### src/rtl/pipe_ser_pkg.sv
// rtl/pipe_ser_pkg.sv - shared widths, framing constants and types for pipe_out_serializer
//
// Contents:
//   TAG_WIDTH, DATA_WIDTH, BEAT_WIDTH : default message/beat geometry
//   HDR_MAGIC                         : top byte of every framing header beat
//   msg_t                             : one indication message {tag, data}
//   ser_state_t                       : serializer FSM states (TRL only with PIPE_SER_CHECKSUM_EN)
package pipe_ser_pkg;

  localparam int TAG_WIDTH  = 16;
  localparam int DATA_WIDTH = 128;
  localparam int BEAT_WIDTH = 32;

  localparam logic [7:0] HDR_MAGIC = 8'hA5;

  typedef struct packed {
    logic [TAG_WIDTH-1:0]  tag;
    logic [DATA_WIDTH-1:0] data;
  } msg_t;

  typedef enum logic [1:0] {
    IDLE = 2'd0,
    HDR  = 2'd1,
    DATA = 2'd2,
    TRL  = 2'd3
  } ser_state_t;

endpackage

### src/rtl/pipe_ser_fifo2.sv
// rtl/pipe_ser_fifo2.sv - two-entry message buffer (head plus one pending) for pipe_out_serializer
//
// Ports:
//   i_clk        : clock, rising edge
//   i_rst_n      : synchronous active-low reset, empties the buffer
//   i_push       : enqueue request; taken only while o_not_full is high
//   i_push_data  : message to enqueue
//   i_pop        : drop the head entry (ignored when empty)
//   o_head       : head entry contents
//   o_empty      : no entries held
//   o_full       : both entries held
//   o_not_full   : registered space-available flag, low during reset
module pipe_ser_fifo2
  import pipe_ser_pkg::*;
#(
  parameter int WIDTH = $bits(msg_t)
) (
  input  logic             i_clk,
  input  logic             i_rst_n,
  input  logic             i_push,
  input  logic [WIDTH-1:0] i_push_data,
  input  logic             i_pop,
  output logic [WIDTH-1:0] o_head,
  output logic             o_empty,
  output logic             o_full,
  output logic             o_not_full
);

  logic [WIDTH-1:0] r_mem [0:1];
  logic             r_wr_ptr;
  logic             r_rd_ptr;
  logic [1:0]       r_count;
  logic             r_not_full;

  logic             w_push;
  logic             w_pop;
  logic [1:0]       w_count_nxt;

  // The registered ready flag gates the push, so a strobe while it is low
  // leaves the buffer untouched.
  assign w_push      = i_push && r_not_full;
  assign w_pop       = i_pop && (r_count != 2'd0);
  assign w_count_nxt = r_count + {1'b0, w_push} - {1'b0, w_pop};

  assign o_head     = r_mem[r_rd_ptr];
  assign o_empty    = (r_count == 2'd0);
  assign o_full     = (r_count == 2'd2);
  assign o_not_full = r_not_full;

  always_ff @(posedge i_clk) begin
    if (w_push) begin
      r_mem[r_wr_ptr] <= i_push_data;
    end
  end

  always_ff @(posedge i_clk) begin
    if (!i_rst_n) begin
      r_wr_ptr   <= 1'b0;
      r_rd_ptr   <= 1'b0;
      r_count    <= 2'd0;
      r_not_full <= 1'b0;
    end else begin
      if (w_push) begin
        r_wr_ptr <= ~r_wr_ptr;
      end
      if (w_pop) begin
        r_rd_ptr <= ~r_rd_ptr;
      end
      r_count    <= w_count_nxt;
      r_not_full <= (w_count_nxt != 2'd2);
    end
  end

endmodule

### src/rtl/pipe_out_serializer.sv
// rtl/pipe_out_serializer.sv - serializes tagged indication messages into framed 32-bit stream beats
//
// Frame: header {HDR_MAGIC, NBEATS, tag}, then payload words least-significant first.
// Optional feature macro PIPE_SER_CHECKSUM_EN appends an XOR trailer beat.
//
// Ports:
//   CLK          : clock, rising edge
//   nRST         : synchronous active-low reset; abandons any partial frame
//   in_enq__ENA  : enqueue strobe, transfers when in_enq__RDY is high
//   in_enq_v     : message, tag in MSBs, payload in LSBs
//   in_enq__RDY  : buffer has room
//   out_valid    : out_data holds a beat
//   out_data     : current beat
//   out_last     : current beat ends the frame
//   out_ready    : sink takes the beat on this edge
module pipe_out_serializer #(
  parameter int TAG_WIDTH  = pipe_ser_pkg::TAG_WIDTH,
  parameter int DATA_WIDTH = pipe_ser_pkg::DATA_WIDTH,
  parameter int BEAT_WIDTH = pipe_ser_pkg::BEAT_WIDTH
) (
  input  logic                            CLK,
  input  logic                            nRST,
  input  logic                            in_enq__ENA,
  input  logic [TAG_WIDTH+DATA_WIDTH-1:0] in_enq_v,
  output logic                            in_enq__RDY,
  output logic                            out_valid,
  output logic [BEAT_WIDTH-1:0]           out_data,
  output logic                            out_last,
  input  logic                            out_ready
);

  import pipe_ser_pkg::*;

  localparam int N_DATA = DATA_WIDTH / BEAT_WIDTH;
`ifdef PIPE_SER_CHECKSUM_EN
  localparam int NBEATS = N_DATA + 1;
`else
  localparam int NBEATS = N_DATA;
`endif
  localparam int MSG_W = TAG_WIDTH + DATA_WIDTH;
  localparam int CNT_W = (N_DATA > 1) ? $clog2(N_DATA) : 1;
  localparam logic [CNT_W-1:0] LAST_CNT = CNT_W'(N_DATA - 1);

  logic [MSG_W-1:0]                   w_head;
  logic                               w_empty;
  logic                               w_full;
  logic                               w_not_full;

  ser_state_t                         r_state;
  ser_state_t                         w_state_nxt;
  logic [CNT_W-1:0]                   r_cnt;

  logic                               w_hs;
  logic                               w_last;
  logic                               w_pop;
  logic [TAG_WIDTH-1:0]               w_tag;
  logic [N_DATA-1:0][BEAT_WIDTH-1:0]  w_words;
  logic [BEAT_WIDTH-1:0]              w_hdr;
  logic [BEAT_WIDTH-1:0]              w_beat;
`ifdef PIPE_SER_CHECKSUM_EN
  logic [BEAT_WIDTH-1:0]              r_csum;
`endif

  pipe_ser_fifo2 #(
    .WIDTH (MSG_W)
  ) u_fifo (
    .i_clk       (CLK),
    .i_rst_n     (nRST),
    .i_push      (in_enq__ENA),
    .i_push_data (in_enq_v),
    .i_pop       (w_pop),
    .o_head      (w_head),
    .o_empty     (w_empty),
    .o_full      (w_full),
    .o_not_full  (w_not_full)
  );

  assign in_enq__RDY = w_not_full;

  assign w_tag   = w_head[MSG_W-1 -: TAG_WIDTH];
  assign w_words = w_head[DATA_WIDTH-1:0];
  assign w_hdr   = BEAT_WIDTH'({HDR_MAGIC, 8'(NBEATS), w_tag});

  assign out_valid = (r_state != IDLE);
  assign w_hs      = out_valid && out_ready;

`ifdef PIPE_SER_CHECKSUM_EN
  assign w_last = (r_state == TRL);
`else
  assign w_last = (r_state == DATA) && (r_cnt == LAST_CNT);
`endif

  // The head leaves the buffer on the same edge its final beat is taken.
  assign w_pop = w_hs && w_last;

  // A full buffer at the end of a frame means the next message is already
  // waiting, so go straight to its header without an idle bubble.
  always_comb begin
    w_state_nxt = r_state;
    case (r_state)
      IDLE: begin
        if (!w_empty) begin
          w_state_nxt = HDR;
        end
      end
      HDR: begin
        if (w_hs) begin
          w_state_nxt = DATA;
        end
      end
      DATA: begin
        if (w_hs && (r_cnt == LAST_CNT)) begin
`ifdef PIPE_SER_CHECKSUM_EN
          w_state_nxt = TRL;
`else
          w_state_nxt = w_full ? HDR : IDLE;
`endif
        end
      end
      TRL: begin
        if (w_hs) begin
          w_state_nxt = w_full ? HDR : IDLE;
        end
      end
      default: w_state_nxt = IDLE;
    endcase
  end

  always_ff @(posedge CLK) begin
    if (!nRST) begin
      r_state <= IDLE;
      r_cnt   <= '0;
    end else begin
      r_state <= w_state_nxt;
      // Counter restarts on any handshake that is not a mid-payload beat,
      // so it is always zero on entry to DATA.
      if (w_hs) begin
        r_cnt <= ((r_state == DATA) && (r_cnt != LAST_CNT)) ? r_cnt + CNT_W'(1) : '0;
      end
    end
  end

`ifdef PIPE_SER_CHECKSUM_EN
  always_ff @(posedge CLK) begin
    if (!nRST) begin
      r_csum <= '0;
    end else if (w_hs) begin
      if (r_state == HDR) begin
        r_csum <= w_hdr;
      end else if (r_state == DATA) begin
        r_csum <= r_csum ^ w_beat;
      end
    end
  end
`endif

  always_comb begin
    w_beat = '0;
    case (r_state)
      HDR:  w_beat = w_hdr;
      DATA: w_beat = w_words[r_cnt];
`ifdef PIPE_SER_CHECKSUM_EN
      TRL:  w_beat = r_csum;
`endif
      default: w_beat = '0;
    endcase
  end

  assign out_data = w_beat;
  assign out_last = w_last;

endmodule

### config.mk
export PLATFORM = sky130hd
export DESIGN_NAME = pipe_out_serializer
export DESIGN_NICKNAME = d
export VERILOG_FILES = /design/src/rtl/pipe_ser_pkg.sv /design/src/rtl/pipe_ser_fifo2.sv /design/src/rtl/pipe_out_serializer.sv
export SDC_FILE = /design/constraint.sdc
export NUM_CORES = 1
export LEC_CHECK = 0
export ABC_AREA = 1
export CAP_MARGIN = 20
export CORE_MARGIN = 1
export CORE_UTILIZATION = 35
export DETAILED_ROUTE_END_ITERATION = 8
export DONT_BUFFER_PORTS = 1
export MAX_ROUTING_LAYER = met4
export PLACE_DENSITY = 0.55
export SETUP_SLACK_MARGIN = 0.15
export SYNTH_ARGS = -nofsm -noshare
export SYNTH_HDL_FRONTEND = slang
export SYNTH_SLANG_ARGS = --single-unit
### constraint.sdc
create_clock -name CLK -period 9.7 [get_ports CLK]
set_input_delay 1.455 -clock CLK [delete_from_list [all_inputs] [get_ports CLK]]
set_output_delay 1.455 -clock CLK [all_outputs]
set_load 0.1 [all_outputs]
**Yosys cells after proc, flatten, opt, wreduce, memory -nomap -nowiden**

Memory sizes are Yosys's and may differ from the RTL's. A register that Yosys moved wholly into a read port is not among the register bits.
Cells that the tools add are included.

- Mux-type cells: 14
- Bitwise gates (word level): 2
- $add $sub $neg: 3
- $lt $le $gt $ge: 1
- Eq/ne operators: 11
- Reductions and logical operators: 12

Operators with widths:

| operator | count |
|---|---|
| binary-select mux 32 bit (select 2 bit) | 1 |
| one-hot mux 32 bit (2 select lines) | 1 |
| two-way mux 32 bit | 1 |
| inequality test 2 bit (second input constant) | 6 |
| two-way mux 2 bit | 5 |
| equality test 2 bit (second input constant) | 4 |
| one-hot mux 2 bit (4 select lines) | 1 |
| logical AND 1 bit | 7 |
| two-way mux 1 bit | 5 |
| zero test 2 bit | 2 |
| AND reduction 4 bit | 1 |
| nonzero test 2 bit | 2 |
| less-than comparator 2 x 3 -> 1 bit (second input constant) | 1 |
| adder 2 x 1 -> 2 bit | 1 |
| adder 2 x 1 -> 2 bit (second input constant) | 1 |
| equality test 2 x 1 -> 1 bit (second input constant) | 1 |
| NOT 1 bit | 2 |
| subtractor 2 x 1 -> 2 bit | 1 |

- Output and inout bits: 35
- Memories kept: 1
- RAM bits: 288
- Logic and storage cells: 50
- Flip-flop bits (word level): 9
- Input bits: 148

Memory list:

| name | words | bits a word | read ports | clocked after memory_dff | wr ports | RTL line | source |
|---|---|---|---|---|---|---|---|
| u_fifo.r_mem | 2 | 144 | 1 | 1 | 1 | pipe_ser_fifo2.sv:29 | `logic [WIDTH-1:0] r_mem [0:1];` |

**Depth between registers and ports, before layout**

- Depth in word-level cells: 6
- Mapped depth: 10

**Cells and area by module**

Synthesis repeated with hierarchy kept, for this count alone.

- Cells, all modules: 850
- Area, all modules: 12587.1 µm²

Modules (own cells, without submodules):

| module | instances | sequential area each (µm²) | cells an instance | area an instance (µm²) |
|---|---|---|---|---|
| pipe_ser_fifo2 | 1 | 8768.4 | 490 | 10900.5 |
| pipe_out_serializer | 1 | 80.1 | 360 | 1686.6 |

**Worst setup path after synthesis**

OpenSTA, ideal clock, no wires.

- Path kind: input-to-reg
- From: input port in_enq__ENA
- To: memory u_fifo.r_mem[1][0] (netlist bit) (enable)
- Setup slack: 1.446 ns
- Stages: 2
- Required time: 9.048 ns
- Arrival time: 7.603 ns
- Path through: nand2_1 nor2_1

- Word-level cells in the longest chain between the ends: 3

RTL lines:

| element | RTL line | source |
|---|---|---|
| start: declaration | pipe_out_serializer.sv:23 | `input logic in_enq__ENA,` |
| logical AND 1 bit | pipe_ser_fifo2.sv:41 | `assign w_push = i_push && r_not_full;` |
| two-way mux 1 bit | pipe_ser_fifo2.sv:51 | `if (w_push) begin` |
| two-way mux 1 bit (implied by the code) | pipe_ser_fifo2.sv:52 | `r_mem[r_wr_ptr] <= i_push_data;` |
| end: declaration | pipe_ser_fifo2.sv:29 |  |

Every way passes these cells.

==> summary.md <==
| Metric | Value |
|---|---|
| Clock latency at the later pin of the worst-skew pair | `520 ps` |
| Synth cell types | `24` |
| Worst-path fanout max | `80` |
| Core Region | `34700 um^2` |
| IO Pins | `183` |
| Status | `finished clean` |
| Dpl hpwl | `17900 um` |
| Sw Share | `29.8%` |
| Mean post-synth cell area | `between 10 and 15 um^2` |
| Worst EP required | `8250 ps` |
| Starting density of the core | `a little over a third` |
| CP Data Arrival Time | `3790 ps` |
| Hold-fix buffers at CTS | `0` |
| Layout Skew | `16.8 ps` |
| Root buf cell | `clkbuf_16` |
| Setup TNS Final | `0 ps` |
| Synth Cell Area | `12400 um^2` |
| Residual DRC | `0` |
| Maximum VDD drop | `0.000194 V` |
| Post-synthesis sequential area ratio | `71.3%` |
| Combinational power share | `16.9%` |
| Slew @ Worst Pin | `about 1200 ps` |
| Postcts setup bufs | `0` |
| Clock Sink Count | `298` |
| Clock power share | `36.8%` |
| Die ar. | `36200 um^2` |
| Final Cell Area | `between 10000 and 15000 um^2` |
| PostCTS Resize Cnt | `0` |
| Ys Warns | `0` |
| Slowest cell on crit path | `a21oi_2` |
| Total Wirelength | `29800 um` |
| IO Port Bufs | `0` |
| Flop pwr share | `46.3%` |
| CTS tree | `done` |
| First-pass GRT wire length | `44400 um` |
| Startpoint Class | `register` |
| Crit-path max cell delay | `approximately 940 ps` |
| Die height | `roughly 190 um` |
| Drt first pass iters | `4` |
| PwrDens | `237 nW/um^2` |
| Fin crit share | `54.0%` |
| Asr flop ratio synth | `0%` |
| FF-to-FF path depth | `3` |
| # H-tree levels | `2` |
| Chip Width | `190 um` |
| Wire per inst | `approximately 19 um` |
| Finish-stage setup viols | `0` |
| CP Cell Sequence | `buf_4, inv_4, buf_4, nand2_1, nand3_1, nand3_1, nand3_1, a21oi_2` |
| P_int | `0.00235 W` |
| Endpoints failing hold | `0` |
| Row cnt | `68` |
| Longest Clk Path Bufs | `3` |
| DRT antenna net count | `0` |
| Global route overflow | `0` |
| Hold Path Class | `register to register` |
| Seq cells post-synth | `298` |
| Mapped Cells | `1106` |
| CTS Buf Count | `35` |
| Gpl congestion | `0.783` |
| CP Class | `register to output port` |
| CP Capture Type | `output port` |
| Vias per Instance | `4.74` |
| Most frequent CP cell | `nand3_1` |
| Hold path cells | `2` |
| Starting DRT DRC Count | `469` |
| Slew Limit Fails | `0` |
| Clk pin slew, worst setup/hold paths | `60 ps` |
| Max Cap Violations | `0` |
| Fmax | `between 0.15 and 0.2 GHz` |
| Post-synth EDFFs | `288` |
| RSZ-0062 raised after global routing | `false` |
| Slew Limit Headroom | `21.1%` |
| Initial antenna violation count | `1` |
| Largest net degree at the start of global routing | `81` |
| Tmin final | `5240 ps` |
| Total number of vias | `between 7000 and 8000` |
| Top cell type by total area after synthesis | `edfxtp_1` |
| Area Growth Syn to Fin | `13.8%` |
| Leakage | `5.36 nW` |
| Sw Pwr | `0.000996 W` |
| Main synth FF type | `edfxtp_1` |
| Placed Area | `about 13000 um^2` |
| Layout cells sized above 1 | `10.9%` |
| Layout Nets | `1272` |
| Syn_nets | `approximately 1300` |
| Total track usage | `17.0%` |
| Post-synth top area share | `69.7%` |
| Vias in the first global route | `between 7000 and 8000` |
| Utilization of the core after routing | `40.7%` |
| Top post-synthesis cells by area | `edfxtp_1 (70%), nand2_1 (6.2%), nand3_1 (5.1%), inv_1 (4.3%), nor2_1 (4.0%)` |
## Yosys cell counts, types with 6 or more instances
master	count
edfxtp_1	288
nand2_1	206
inv_1	142
nor2_1	132
nand3_1	127
o21ai_0	77
a21oi_1	21
clkbuf_1	21
buf_2	18
o22ai_1	11
buf_4	10
dfxtp_1	10
ha_1	8
o21ai_1	7
buf_1	6
## registers in the layout, indices dropped and copies added (netlist names), named ones only
name               count
u_fifo.o_not_full      1
u_fifo.r_rd_ptr        1
u_fifo.r_wr_ptr        1
u_fifo.r_mem         288
u_fifo.r_count         2
r_cnt                  2
r_state                2
## cell usage in the layout (no fill, tap or decap)
| master | instances |
|---|---|
| clkbuf_16 | 36 |
| and2_1 | 1 |
| dfxtp_2 | 1 |
| inv_6 | 2 |
| nor3_1 | 3 |
| dfxtp_4 | 2 |
| o21ai_1 | 7 |
| inv_1 | 142 |
| diode_2 | 2 |
| buf_4 | 32 |
| xnor2_1 | 3 |
| o21ai_0 | 77 |
| inv_2 | 1 |
| a211oi_1 | 1 |
| bufinv_16 | 2 |
| dfxtp_1 | 7 |
| ha_1 | 8 |
| inv_4 | 1 |
| nand2_1 | 206 |
| nor2_1 | 119 |
| clkinv_1 | 8 |
| buf_8 | 1 |
| or2_2 | 5 |
| clkinvlp_4 | 4 |
| edfxtp_1 | 288 |
| nor2_2 | 11 |
| nand3_1 | 127 |
| nor2_4 | 2 |
| clkinv_8 | 1 |
| a22oi_1 | 2 |
| o22ai_1 | 11 |
| a21oi_2 | 21 |
| clkinv_2 | 2 |
| clkbuf_1 | 4 |
## per-layer routing
metal  global-route usage [%]  vias to the layer above  routed length, um
met5                        -                        -                  0
met4                     5.08                        0                588
met3                     6.53                       47               2970
met2                     27.7                      204              14400
met1                     19.2                     3576              11800
li1                         -                     3731                  -
## worst max-delay path: cells and delay by family (launching register included)
kind                   cells  cell delay (ps)
AO/OA/AOI/OAI              1              940
buffers and inverters      3             1470
flip-flops                 1              330
AND/OR/NAND/NOR            4              420
## power groups by stage
| stage | clock network, W | registers (W) | logic, W |
|---|---|---|---|
| floorplan | 0 | 0.00157 | 0.000425 |
| global placement | 0 | 0.00157 | 0.000567 |
| detailed placement | 0 | 0.00157 | 0.000575 |
| CTS | 0.00127 | 0.00155 | 0.000576 |
| global route | 0.00131 | 0.00156 | 0.000608 |
| finish | 0.00123 | 0.00155 | 0.000565 |
## cell families (layout without fill, tap and decap cells)
| group | after synthesis | in the layout | share of synthesized area, % |
|---|---|---|---|
| compound gates | 119 | 119 | 4.97 |
| buf+inv | 204 | 236 | 6.97 |
| xor+xnor | 3 | 3 | 0.212 |
| simple gates | 474 | 474 | 15.8 |
| flops | 298 | 298 | 71.3 |
| fa+ha+maj | 8 | 8 | 0.806 |
| other cells | 0 | 2 | 0 |
## stage by stage
stage	std cells	hold slack [ps]	total power, W	worst slack, ps
6_report	1595	520	0.00335	4460
2_1_floorplan	1106	481	0.00200	1450
4_1_cts	1593	529	0.00339	4380
5_1_grt	1595	585	0.00348	4220
3_3_place_gp	1533	501	0.00214	4970
3_5_place_dp	1534	513	0.00215	4950
## path summary, 6_finish.rpt
kind	from	endpoint	slack (ps)
hold / removal	u_fifo.r_rd_ptr$_SDFFE_PN0P_	register	520
setup reg to reg	u_fifo.o_not_full$_SDFF_PN0_	u_fifo.r_mem[1][5]$_DFFE_PP_	6640
hold reg to reg	u_fifo.r_rd_ptr$_SDFFE_PN0P_	register	520
setup / recovery	register	out_data[18]	4460
## layout make-up
cell class / instances / area [um^2]
flip-flops and latches: 298 / 8860
inverters: 144 / 543
repair buffers: 33 / 255
clock buffers: 40 / 916
multi-input cells: 604 / 2820
diodes: 2 / 5.00
clock inverters: 19 / 164
well taps: 455 / 569
fillers: 3274 / 20600
Power figures use the tool's default switching activity.
